File: config.mk
export PLATFORM = sky130hd
export DESIGN_NAME = regfile_wb_arbiter_flat
export DESIGN_NICKNAME = d
export VERILOG_FILES = /design/src/rtl/regfile_wb_arbiter_pkg.sv /design/src/rtl/regfile_wb_arbiter_if.sv /design/src/rtl/regfile_wb_arbiter_rr_arbiter2.sv /design/src/rtl/regfile_wb_arbiter.sv /design/src/flat_wrapper.sv
export SDC_FILE = /design/constraint.sdc
export NUM_CORES = 1
export LEC_CHECK = 0
export CAP_MARGIN = 5
export CORE_ASPECT_RATIO = 1.4
export CORE_MARGIN = 5
export CORE_UTILIZATION = 40
export DETAILED_ROUTE_END_ITERATION = 7
export GPL_ROUTABILITY_DRIVEN = 0
export PLACE_DENSITY = 0.69
export SYNTH_ARGS = -nofsm -noshare
export SYNTH_HDL_FRONTEND = slang
export SYNTH_SLANG_ARGS = --single-unit
File: constraint.sdc
create_clock -name clk -period 4.2 [get_ports clk]
set_input_delay 1.26 -clock clk [delete_from_list [all_inputs] [get_ports clk]]
set_output_delay 1.26 -clock clk [all_outputs]
set_load 0.03 [all_outputs]
File: src/rtl/regfile_wb_arbiter_pkg.sv
// Shared processor constants and types for the register-file write-back arbiter.
package regfile_wb_arbiter_pkg;
  localparam int unsigned DEF_SIZE = 32;
  localparam int unsigned DEF_NREG = 32;
  localparam int unsigned AW       = 5;

  typedef logic [AW-1:0] addr_t;

  // Identity of the most recently granted write-back requester.
  typedef enum logic {
    G0 = 1'b0,
    G1 = 1'b1
  } grant_e;
endpackage

File: src/rtl/regfile_wb_arbiter_if.sv
// Decode-issue, write-back request, hazard lookup and register-file write-port bundle.
interface regfile_wb_arbiter_if
  import regfile_wb_arbiter_pkg::*;
#(
  parameter int unsigned SIZE = DEF_SIZE
);
  logic            issueValid;
  addr_t           issueAddr;
  logic            issueReady;

  logic            reqValid0;
  addr_t           reqAddr0;
  logic [SIZE-1:0] reqData0;
  logic            reqReady0;

  logic            reqValid1;
  addr_t           reqAddr1;
  logic [SIZE-1:0] reqData1;
  logic            reqReady1;

  addr_t           addrA;
  addr_t           addrB;
  logic            busyA;
  logic            busyB;

  logic            regWrite;
  addr_t           addrC;
  logic [SIZE-1:0] writeData;

  modport master (
    output issueValid, issueAddr,
    output reqValid0, reqAddr0, reqData0,
    output reqValid1, reqAddr1, reqData1,
    output addrA, addrB,
    input  issueReady, reqReady0, reqReady1,
    input  busyA, busyB,
    input  regWrite, addrC, writeData
  );

  modport slave (
    input  issueValid, issueAddr,
    input  reqValid0, reqAddr0, reqData0,
    input  reqValid1, reqAddr1, reqData1,
    input  addrA, addrB,
    output issueReady, reqReady0, reqReady1,
    output busyA, busyB,
    output regWrite, addrC, writeData
  );
endinterface

File: src/rtl/regfile_wb_arbiter_rr_arbiter2.sv
// Two-way round-robin grant: a lone requester wins, a tie goes to the one not granted last.
module rr_arbiter2
  import regfile_wb_arbiter_pkg::*;
(
  input  logic [1:0] valid,
  input  grant_e     lastGrant,
  output logic [1:0] grant
);
  always_comb begin
    grant = '0;
    unique case (valid)
      2'b01:   grant = 2'b01;
      2'b10:   grant = 2'b10;
      2'b11:   grant = (lastGrant == G0) ? 2'b10 : 2'b01;
      default: grant = '0;
    endcase
  end
endmodule

File: src/rtl/regfile_wb_arbiter.sv
// Destination-register pending scoreboard plus arbitration of ALU/memory write-backs
// onto a single registered register-file write port.
module regfile_wb_arbiter
  import regfile_wb_arbiter_pkg::*;
#(
  parameter int unsigned SIZE = DEF_SIZE,
  parameter int unsigned NREG = DEF_NREG
) (
  input logic                 clk,
  input logic                 rst,
  regfile_wb_arbiter_if.slave bus
);
  logic [NREG-1:0] pending, pending_nxt;
  grant_e          last_grant, last_grant_nxt;
  logic [1:0]      grant;
  logic            accept;
  logic            issue_fire;
  addr_t           acc_addr;
  logic [SIZE-1:0] acc_data;

  logic            wr_q;
  addr_t           addr_q;
  logic [SIZE-1:0] data_q;

  rr_arbiter2 u_rr_arbiter2 (
    .valid    ({bus.reqValid1, bus.reqValid0}),
    .lastGrant(last_grant),
    .grant    (grant)
  );

  assign accept     = |grant;
  assign acc_addr   = grant[1] ? bus.reqAddr1 : bus.reqAddr0;
  assign acc_data   = grant[1] ? bus.reqData1 : bus.reqData0;
  assign issue_fire = bus.issueValid & bus.issueReady & (bus.issueAddr != '0);

  always_ff @(posedge clk or negedge rst) begin
    if (!rst) begin
      pending    <= '0;
      last_grant <= G1;
    end else begin
      pending    <= pending_nxt;
      last_grant <= last_grant_nxt;
    end
  end

  // Clear is applied after set so a same-register issue and write leave the bit at 0.
  always_comb begin
    pending_nxt = pending;
    if (issue_fire) pending_nxt[bus.issueAddr] = 1'b1;
    if (accept)     pending_nxt[acc_addr] = 1'b0;
    pending_nxt[0] = 1'b0;
    last_grant_nxt = last_grant;
    if (accept) last_grant_nxt = grant[1] ? G1 : G0;
  end

  always_comb begin
    bus.reqReady0  = grant[0];
    bus.reqReady1  = grant[1];
    bus.issueReady = !pending[bus.issueAddr] | (bus.issueAddr == '0);
    bus.busyA      = pending[bus.addrA] | (wr_q & (addr_q == bus.addrA) & (bus.addrA != '0));
    bus.busyB      = pending[bus.addrB] | (wr_q & (addr_q == bus.addrB) & (bus.addrB != '0));
  end

  always_ff @(posedge clk or negedge rst) begin
    if (!rst) begin
      wr_q   <= 1'b0;
      addr_q <= '0;
      data_q <= '0;
    end else begin
      wr_q <= accept & (acc_addr != '0);
      if (accept) begin
        addr_q <= acc_addr;
        data_q <= acc_data;
      end
    end
  end

  assign bus.regWrite  = wr_q;
  assign bus.addrC     = addr_q;
  assign bus.writeData = data_q;
endmodule

File: src/flat_wrapper.sv
// flat-port wrapper written by rule: the top's interface ports become plain ports
module regfile_wb_arbiter_flat import regfile_wb_arbiter_pkg::*;
#(
  parameter int unsigned SIZE = DEF_SIZE,
  parameter int unsigned NREG = DEF_NREG
)
  (clk, rst, bus_issueValid, bus_issueAddr, bus_reqValid0, bus_reqAddr0, bus_reqData0, bus_reqValid1, bus_reqAddr1, bus_reqData1, bus_addrA, bus_addrB, bus_issueReady, bus_reqReady0, bus_reqReady1, bus_busyA, bus_busyB, bus_regWrite, bus_addrC, bus_writeData);
  regfile_wb_arbiter_if #(.SIZE(SIZE)) bus_i ();
  input logic clk;
  input logic rst;
  input wire logic [$bits(bus_i.issueValid)-1:0] bus_issueValid;
  input wire logic [$bits(bus_i.issueAddr)-1:0] bus_issueAddr;
  input wire logic [$bits(bus_i.reqValid0)-1:0] bus_reqValid0;
  input wire logic [$bits(bus_i.reqAddr0)-1:0] bus_reqAddr0;
  input wire logic [$bits(bus_i.reqData0)-1:0] bus_reqData0;
  input wire logic [$bits(bus_i.reqValid1)-1:0] bus_reqValid1;
  input wire logic [$bits(bus_i.reqAddr1)-1:0] bus_reqAddr1;
  input wire logic [$bits(bus_i.reqData1)-1:0] bus_reqData1;
  input wire logic [$bits(bus_i.addrA)-1:0] bus_addrA;
  input wire logic [$bits(bus_i.addrB)-1:0] bus_addrB;
  output wire logic [$bits(bus_i.issueReady)-1:0] bus_issueReady;
  output wire logic [$bits(bus_i.reqReady0)-1:0] bus_reqReady0;
  output wire logic [$bits(bus_i.reqReady1)-1:0] bus_reqReady1;
  output wire logic [$bits(bus_i.busyA)-1:0] bus_busyA;
  output wire logic [$bits(bus_i.busyB)-1:0] bus_busyB;
  output wire logic [$bits(bus_i.regWrite)-1:0] bus_regWrite;
  output wire logic [$bits(bus_i.addrC)-1:0] bus_addrC;
  output wire logic [$bits(bus_i.writeData)-1:0] bus_writeData;
  assign bus_i.issueValid = bus_issueValid;
  assign bus_i.issueAddr = bus_issueAddr;
  assign bus_i.reqValid0 = bus_reqValid0;
  assign bus_i.reqAddr0 = bus_reqAddr0;
  assign bus_i.reqData0 = bus_reqData0;
  assign bus_i.reqValid1 = bus_reqValid1;
  assign bus_i.reqAddr1 = bus_reqAddr1;
  assign bus_i.reqData1 = bus_reqData1;
  assign bus_i.addrA = bus_addrA;
  assign bus_i.addrB = bus_addrB;
  assign bus_issueReady = bus_i.issueReady;
  assign bus_reqReady0 = bus_i.reqReady0;
  assign bus_reqReady1 = bus_i.reqReady1;
  assign bus_busyA = bus_i.busyA;
  assign bus_busyB = bus_i.busyB;
  assign bus_regWrite = bus_i.regWrite;
  assign bus_addrC = bus_i.addrC;
  assign bus_writeData = bus_i.writeData;
  regfile_wb_arbiter #(.SIZE(SIZE), .NREG(NREG)) u_core (.clk(clk), .rst(rst), .bus(bus_i));
endmodule
==> qor.txt, run 1 <==
Yosys top cell area share: 39.4%
CTS Buffer Depth: 2
proportion of layout cells with a drive suffix above 1: 15.9%
Root Buffer: clkbuf_16
setup TNS: 0 ps
crit start category: input pin
H-tree level count: 3
Fill cells: 975
initial drt markers: 206
area grow syn2layout: 44.5%
Port Buffers: 136
drt via density: 5.68
die area: 13,200 um2
RSZ-0062 raised after global routing: no
Clk pwr share: 30.6%
min-delay worst type: register to register
Syn. warnings: 0
post-synthesis sequential area ratio: 40.0%
#FFs+latches synth: 70
Slew Limit Fails: 0
grt ovf: 0
Pwr Density: 407 nW/um2
diode count: 0
Internal: 0.00175 W
fin crit share: 97.6%
# hold bufs at CTS: 0
post-DP HPWL: 11.4 mm
worst setup path category: input pin to output pin
FF-to-FF path depth: 6
Core ar.: 10,800 um2
Post-synth EDFFs: 0
slack of the critical path: 99.7 ps
vias in the first global route: 4,289
Worst slew margin: 56.1%
Final #Nets: 693
Worst EP arrival: 2840 ps
Comb power frac: 31.4%
Die Wd: 98.5 um
Flop pwr share: 38.0%
Mean Syn Cell Area: 9.90 um2
hold path cells: 2
Top Ports: 137
cell accounting for the most synthesized area: dfrtp_1
sw frac: 32.4%
clk slew on worst S/H paths: 50 ps
drt wl/cell: 19.0 um
Syn Inst Count: 443
largest fanout on the critical path: 5
FP Rows: 45
Die H: 134 um
largest cells by area after synthesis: dfrtp_1 (39%), mux2i_1 (12%), mux4_2 (5.6%), nand2_1 (5.0%), o21ai_1 (4.2%)
# DRC: 0
initial antenna violation count: 0
cts bufs inserted: 9
post-layout util: 58.6%
TritonCTS clock tree: built
Tightest Pin Transition: 658 ps
final setup fails: 0
Main synth FF type: dfrtp_1
post-route clock skew: 3.02 ps
worst path required time: 2940 ps
largest net degree at the start of global routing: 59
Fin. Hold Viols: 0
initial core utilization: 40.6%
first-pass GRT wire length: 22.4 mm
total wire length: 14.2 mm
Crit. End Element: output pin
total of max-cap violations: 0
ys async rst share: 100%
via count: 4,230
commonest non-fill, non-tap cell in the layout: clkdlybuf4s50_1
Net Sw Power: 0.000837 W
Max IR drop VDD: 0.256 mV
most frequent cells in the layout: clkdlybuf4s50_1 (121), dfrtp_1 (69), nand2_1 (59)
CTS sink count: 70
pre-CTS WS: -760 ps
Syn Nets: 537
DR pass1 iterations: 5
Antenna Nets Post-Route: 0
status: complete, no violations
crit path time final: 4100 ps
f_max: 0.244 GHz
Synth Cell Area: 4390 um2
Unique masters post-synth: 60
GRT Total Usage: 21.7%
Leakage: 2.68 nW
clock latency at the later pin of the worst-skew pair: 330 ps
-- synth_stat cells, drive strengths merged, types with 2 or more instances --
cell type and n:
xnor2 2, o221ai 2, nor2 24, o21ai 41
o2111ai 4, buf 16, nor4 3, a2bb2oi 10
clkbuf 12, nor3b 3, a31oi 9, o22a 8
xor2 6, nand2 59, o21a 3, dfrtp 69
a21oi 28, a221oi 2, or2 2, and2 4
and3 3, and2b 2, mux2i 51, inv 11
o211ai 2, nor3 18, mux4 15, mux2 8
nand3 7
-- final timing paths --
kind                                           from                       end  slack [ps]
max                                    bus_addrA[1]                 bus_busyA         100
min                        u_core.bus.writeData[16]  u_core.bus.writeData[16]         480
max reg2reg                       u_core.last_grant        u_core.pending[13]        2140
min reg2reg                u_core.bus.writeData[16]  u_core.bus.writeData[16]         480
max in group asynchronous                       rst  u_core.bus.writeData[28]        2460
min in group asynchronous                       rst        u_core.pending[22]         960
-- sequential cells by signal, summed over array words and instances (netlist names) --
| signal | flops |
|---|---|
| u_core.bus.writeData | 32 |
| u_core.pending | 31 |
| u_core.bus.addrC | 5 |
| u_core.bus.regWrite | 1 |
| u_core.last_grant | 1 |
-- through the flow --
step / area (um2) / instances / total power (W) / hold slack (ps)
finish: 6340 / 745 / 0.00258 / 484
global route: 6340 / 745 / 0.00270 / 506
CTS: 6350 / 744 / 0.00259 / 486
detailed placement: 6030 / 727 / 0.00179 / 475
global placement: 6030 / 727 / 0.00177 / 465
floorplan: 4390 / 443 / 0.00141 / 486
-- power by group through the flow --
stage | combinational [W] | sequential (W) | clock, W
after CTS | 0.000811 | 0.000971 | 0.000803
final | 0.000811 | 0.000981 | 0.000791
after detailed placement | 0.000813 | 0.000980 | 0
after floorplan | 0.000422 | 0.000984 | 0
after global routing | 0.000870 | 0.000992 | 0.000839
after global placement | 0.000795 | 0.000979 | 0
-- cell families (layout without fill, tap and decap cells) --
family | Yosys count | in the layout | synth area share (%)
compound gates | 119 | 119 | 17.6
xor+xnor | 8 | 8 | 1.60
buf+inv | 39 | 200 | 4.76
flops | 70 | 70 | 40.0
mux | 74 | 74 | 21.8
simple gates | 133 | 133 | 14.2
-- routing by layer --
| metal | wire, um | up-vias | GRT usage (%) |
|---|---|---|---|
| met5 | 0 | - | 0 |
| li1 | - | 1950 | - |
| met4 | 633 | 0 | 10.9 |
| met3 | 1440 | 45 | 7.80 |
| met2 | 7020 | 235 | 36.5 |
| met1 | 5080 | 2000 | 24.0 |
-- layout make-up --
cell class                 instances  area [um2]  area share, %
multi-input combinational        334        2440           38.5
sequential                        70        1750           27.6
timing repair buffer             173        1610           25.3
clock buffer                      13         280           4.42
tap                              141         176           2.78
inverter                          11        41.3          0.651
clock inverter                     3        40.0          0.632
-- critical path: stages --
cell and delay (ps):
clkdlybuf4s15_1 340, buf_4 200, mux4_2 290, mux2_2 270
nand2_1 80, o2111ai_1 110, o31a_1 120, buf_2 170
-- what timing repair did --
item | 4_1_cts | 5_1_grt
pin swaps | 1 | 2
gates cloned | 1 | 0
gates resized for setup | 25 | 11
endpoints found under the setup margin | 3 | 3
buffers inserted | 0 | 1
Power figures use the tool's default switching activity.
==> run 2: changes to the inputs <==
--- a/config.mk
+++ b/config.mk
@@ -11,7 +11,7 @@
 export CORE_UTILIZATION = 40
 export DETAILED_ROUTE_END_ITERATION = 7
 export GPL_ROUTABILITY_DRIVEN = 0
-export PLACE_DENSITY = 0.69
+export PLACE_DENSITY = 0.7
 export SYNTH_ARGS = -nofsm -noshare
 export SYNTH_HDL_FRONTEND = slang
 export SYNTH_SLANG_ARGS = --single-unit
==> run 2 against run 1 <==
  * Combinational power is 1% higher
  * Setup slack worse by 33 ps
  * Non-clock buffer count is 1 higher
  * Critical path depth stayed put
  * Maximum frequency is 0.80% lower
  * Utilization is 0.13 points higher
  * Die area stayed put
  * Clock skew is 3.6 ps higher
  * Final area is 0.22% higher
  * Largest cell class unchanged
==> qor.txt, run 2 (synthesis results as in run 1) <==
cts bufs inserted: 9 (unchanged)
Top Ports: 137 (unchanged)
crit path time final: 4130 ps (+33.1 ps)
# hold bufs at CTS: 0 (unchanged)
RSZ-0062 raised after global routing: no
clk slew on worst S/H paths: 60 ps (about the same)
area grow syn2layout: 44.8%
FP Rows: 45 (unchanged)
post-DP HPWL: 11.3 mm (-0.79%)
grt ovf: 0 (unchanged)
diode count: 0 (unchanged)
proportion of layout cells with a drive suffix above 1: 16.0% (+0.14 points)
vias in the first global route: 4,378 (+2.1%)
drt wl/cell: 18.9 um (-0.82%)
total of max-cap violations: 0 (unchanged)
final setup fails: 0 (unchanged)
commonest non-fill, non-tap cell in the layout: clkdlybuf4s50_1
worst path required time: 2940 ps (about the same)
Tightest Pin Transition: 707 ps (+49.3 ps)
status: complete, no violations
sw frac: 33.6% (+1.2 points)
Comb power frac: 32.2% (+0.8 points)
Max IR drop VDD: 0.211 mV (-17%)
met3 routed WL: 1.46 mm (+1.0%)
FF-to-FF path depth: 6 (unchanged)
Setup crit end: bus_busyB
Net Sw Power: 0.000855 W (+2.2%)
GRT Total Usage: 21.8% (+0.16 points)
CTS sink count: 70 (unchanged)
drt via density: 5.62 (-0.94%)
area occupied by multi-input gates: 2460 um2 (+0.61%)
met2 routed WL: 6.74 mm (-4.0%)
max reg flops: 32 (unchanged)
most frequent cells in the layout: clkdlybuf4s50_1 (121), dfrtp_1 (69), nand2_1 (59)
slack of the critical path: 66.7 ps (-33.1 ps)
crit start category: input pin
Fin. Hold Viols: 0 (unchanged)
TritonCTS clock tree: built
Die H: 134 um (unchanged)
Final #Nets: 694 (+0.14%)
clock latency at the later pin of the worst-skew pair: 330 ps (about the same)
total wire length: 14.1 mm (-0.69%)
post-layout util: 58.8% (+0.13 points)
Fill cells: 963 (-1.2%)
fin crit share: 98.4% (+0.79 points)
# DRC: 0 (unchanged)
Clk pwr share: 28.9% (-1.7 points)
flop-to-flop setup slack: 2070 ps (-70 ps)
Worst R2R Start: u_core.last_grant
Flop pwr share: 38.9% (+0.9 points)
largest net degree at the start of global routing: 65 (+10%)
largest fanout on the critical path: 4 (-1)
post-route clock skew: 6.61 ps (+3.59 ps)
Worst EP arrival: 2870 ps (+30 ps)
die area: 13,200 um2 (unchanged)
DP Area: 6050 um2 (+0.33%)
via count: 4,196 (-0.80%)
CP startpoint: bus_addrB[0]
Internal: 0.00169 W (-3.1%)
CTS Buffer Depth: 2 (unchanged)
FF+latch area: 1750 um2 (unchanged)
Crit. End Element: output pin
initial drt markers: 213 (+3.4%)
first-pass GRT wire length: 22.7 mm (+1.3%)
Metal-1 WL: 5.20 mm (+2.3%)
Root Buffer: clkbuf_16
min-delay worst type: register to register
Core ar.: 10,800 um2 (unchanged)
worst setup path category: input pin to output pin
Slew Limit Fails: 0 (unchanged)
DR pass1 iterations: 5 (unchanged)
Port Buffers: 136 (unchanged)
Die Wd: 98.5 um (unchanged)
Antenna Nets Post-Route: 0 (unchanged)
initial core utilization: 40.6% (unchanged)
H-tree level count: 3 (unchanged)
top layer in use: met4
r2r endpoint: u_core.pending[10]
Leakage: 2.66 nW (-0.62%)
f_max: 0.242 GHz (-0.80%)
pre-CTS WS: -825 ps (-64.6 ps)
Pwr Density: 401 nW/um2 (-1.6%)
total power: 0.00255 W (-1.4%)
Worst slew margin: 52.8% (-3.3 points)
initial antenna violation count: 0 (unchanged)
Final Cell Area: 6350 um2 (+0.22%)
==> run 2: routing by layer <==
layer	up-vias	GRT usage, %
li1	1951	-
met1	1943	23.9
met2	245	36.5
met3	57	9.21
met4	0	10.2
met5	-	0
==> run 2: final cells by class <==
type	count	share of cell area, %
well taps	141	2.78
multi-input cells	334	38.7
clock buffers	10	3.60
inverters	11	0.650
clock inverters	6	0.985
flip-flops and latches	70	27.6
repair buffers	174	25.7
==> run 2: repair_timing <==
| action | CTS | global route |
|---|---|---|
| buffers inserted | 1 | 1 |
| resized for setup | 27 | 6 |
| endpoints found under the setup margin | 3 | 2 |
| pin swaps | 2 | 3 |
==> run 2: how the worst min path moves through the flow <==
stage / from / end / slack, ps / depth (start not counted)
6_report: u_core.bus.writeData[8] / u_core.bus.writeData[8] / 480 / 2
5_1_grt: u_core.bus.writeData[23] / u_core.bus.writeData[23] / 510 / 2
4_1_cts: u_core.bus.writeData[13] / u_core.bus.writeData[13] / 490 / 2
3_5_place_dp: u_core.bus.writeData[8] / u_core.bus.writeData[8] / 470 / 2
3_3_place_gp: u_core.bus.writeData[27] / u_core.bus.writeData[27] / 470 / 2
2_1_floorplan: u_core.last_grant / u_core.last_grant / 490 / 2
==> run 2: through the flow <==
step / setup TNS [ps] / hold WS [ps] / cells
floorplan: 0 / 486 / 443
global placement: -1550 / 468 / 728
detailed placement: -1690 / 474 / 728
CTS: 0 / 486 / 745
global route: 0 / 507 / 746
finish: 0 / 478 / 746
==> run 2: critical path, cell delays in order <==
cell	delay, ps
clkdlybuf4s15_2	230
buf_4	150
mux4_2	490
inv_1	60
a221oi_1	80
a211o_1	280
a21o_1	160
buf_2	170
==> run 2: power groups by stage <==
stage	Sequential (W)	Combinational (W)	Clock (W)
final	0.000991	0.000821	0.000735
after global routing	0.00100	0.000883	0.000777
after CTS	0.000978	0.000819	0.000748
after detailed placement	0.000984	0.000820	0
after global placement	0.000980	0.000799	0
after floorplan	0.000984	0.000422	0
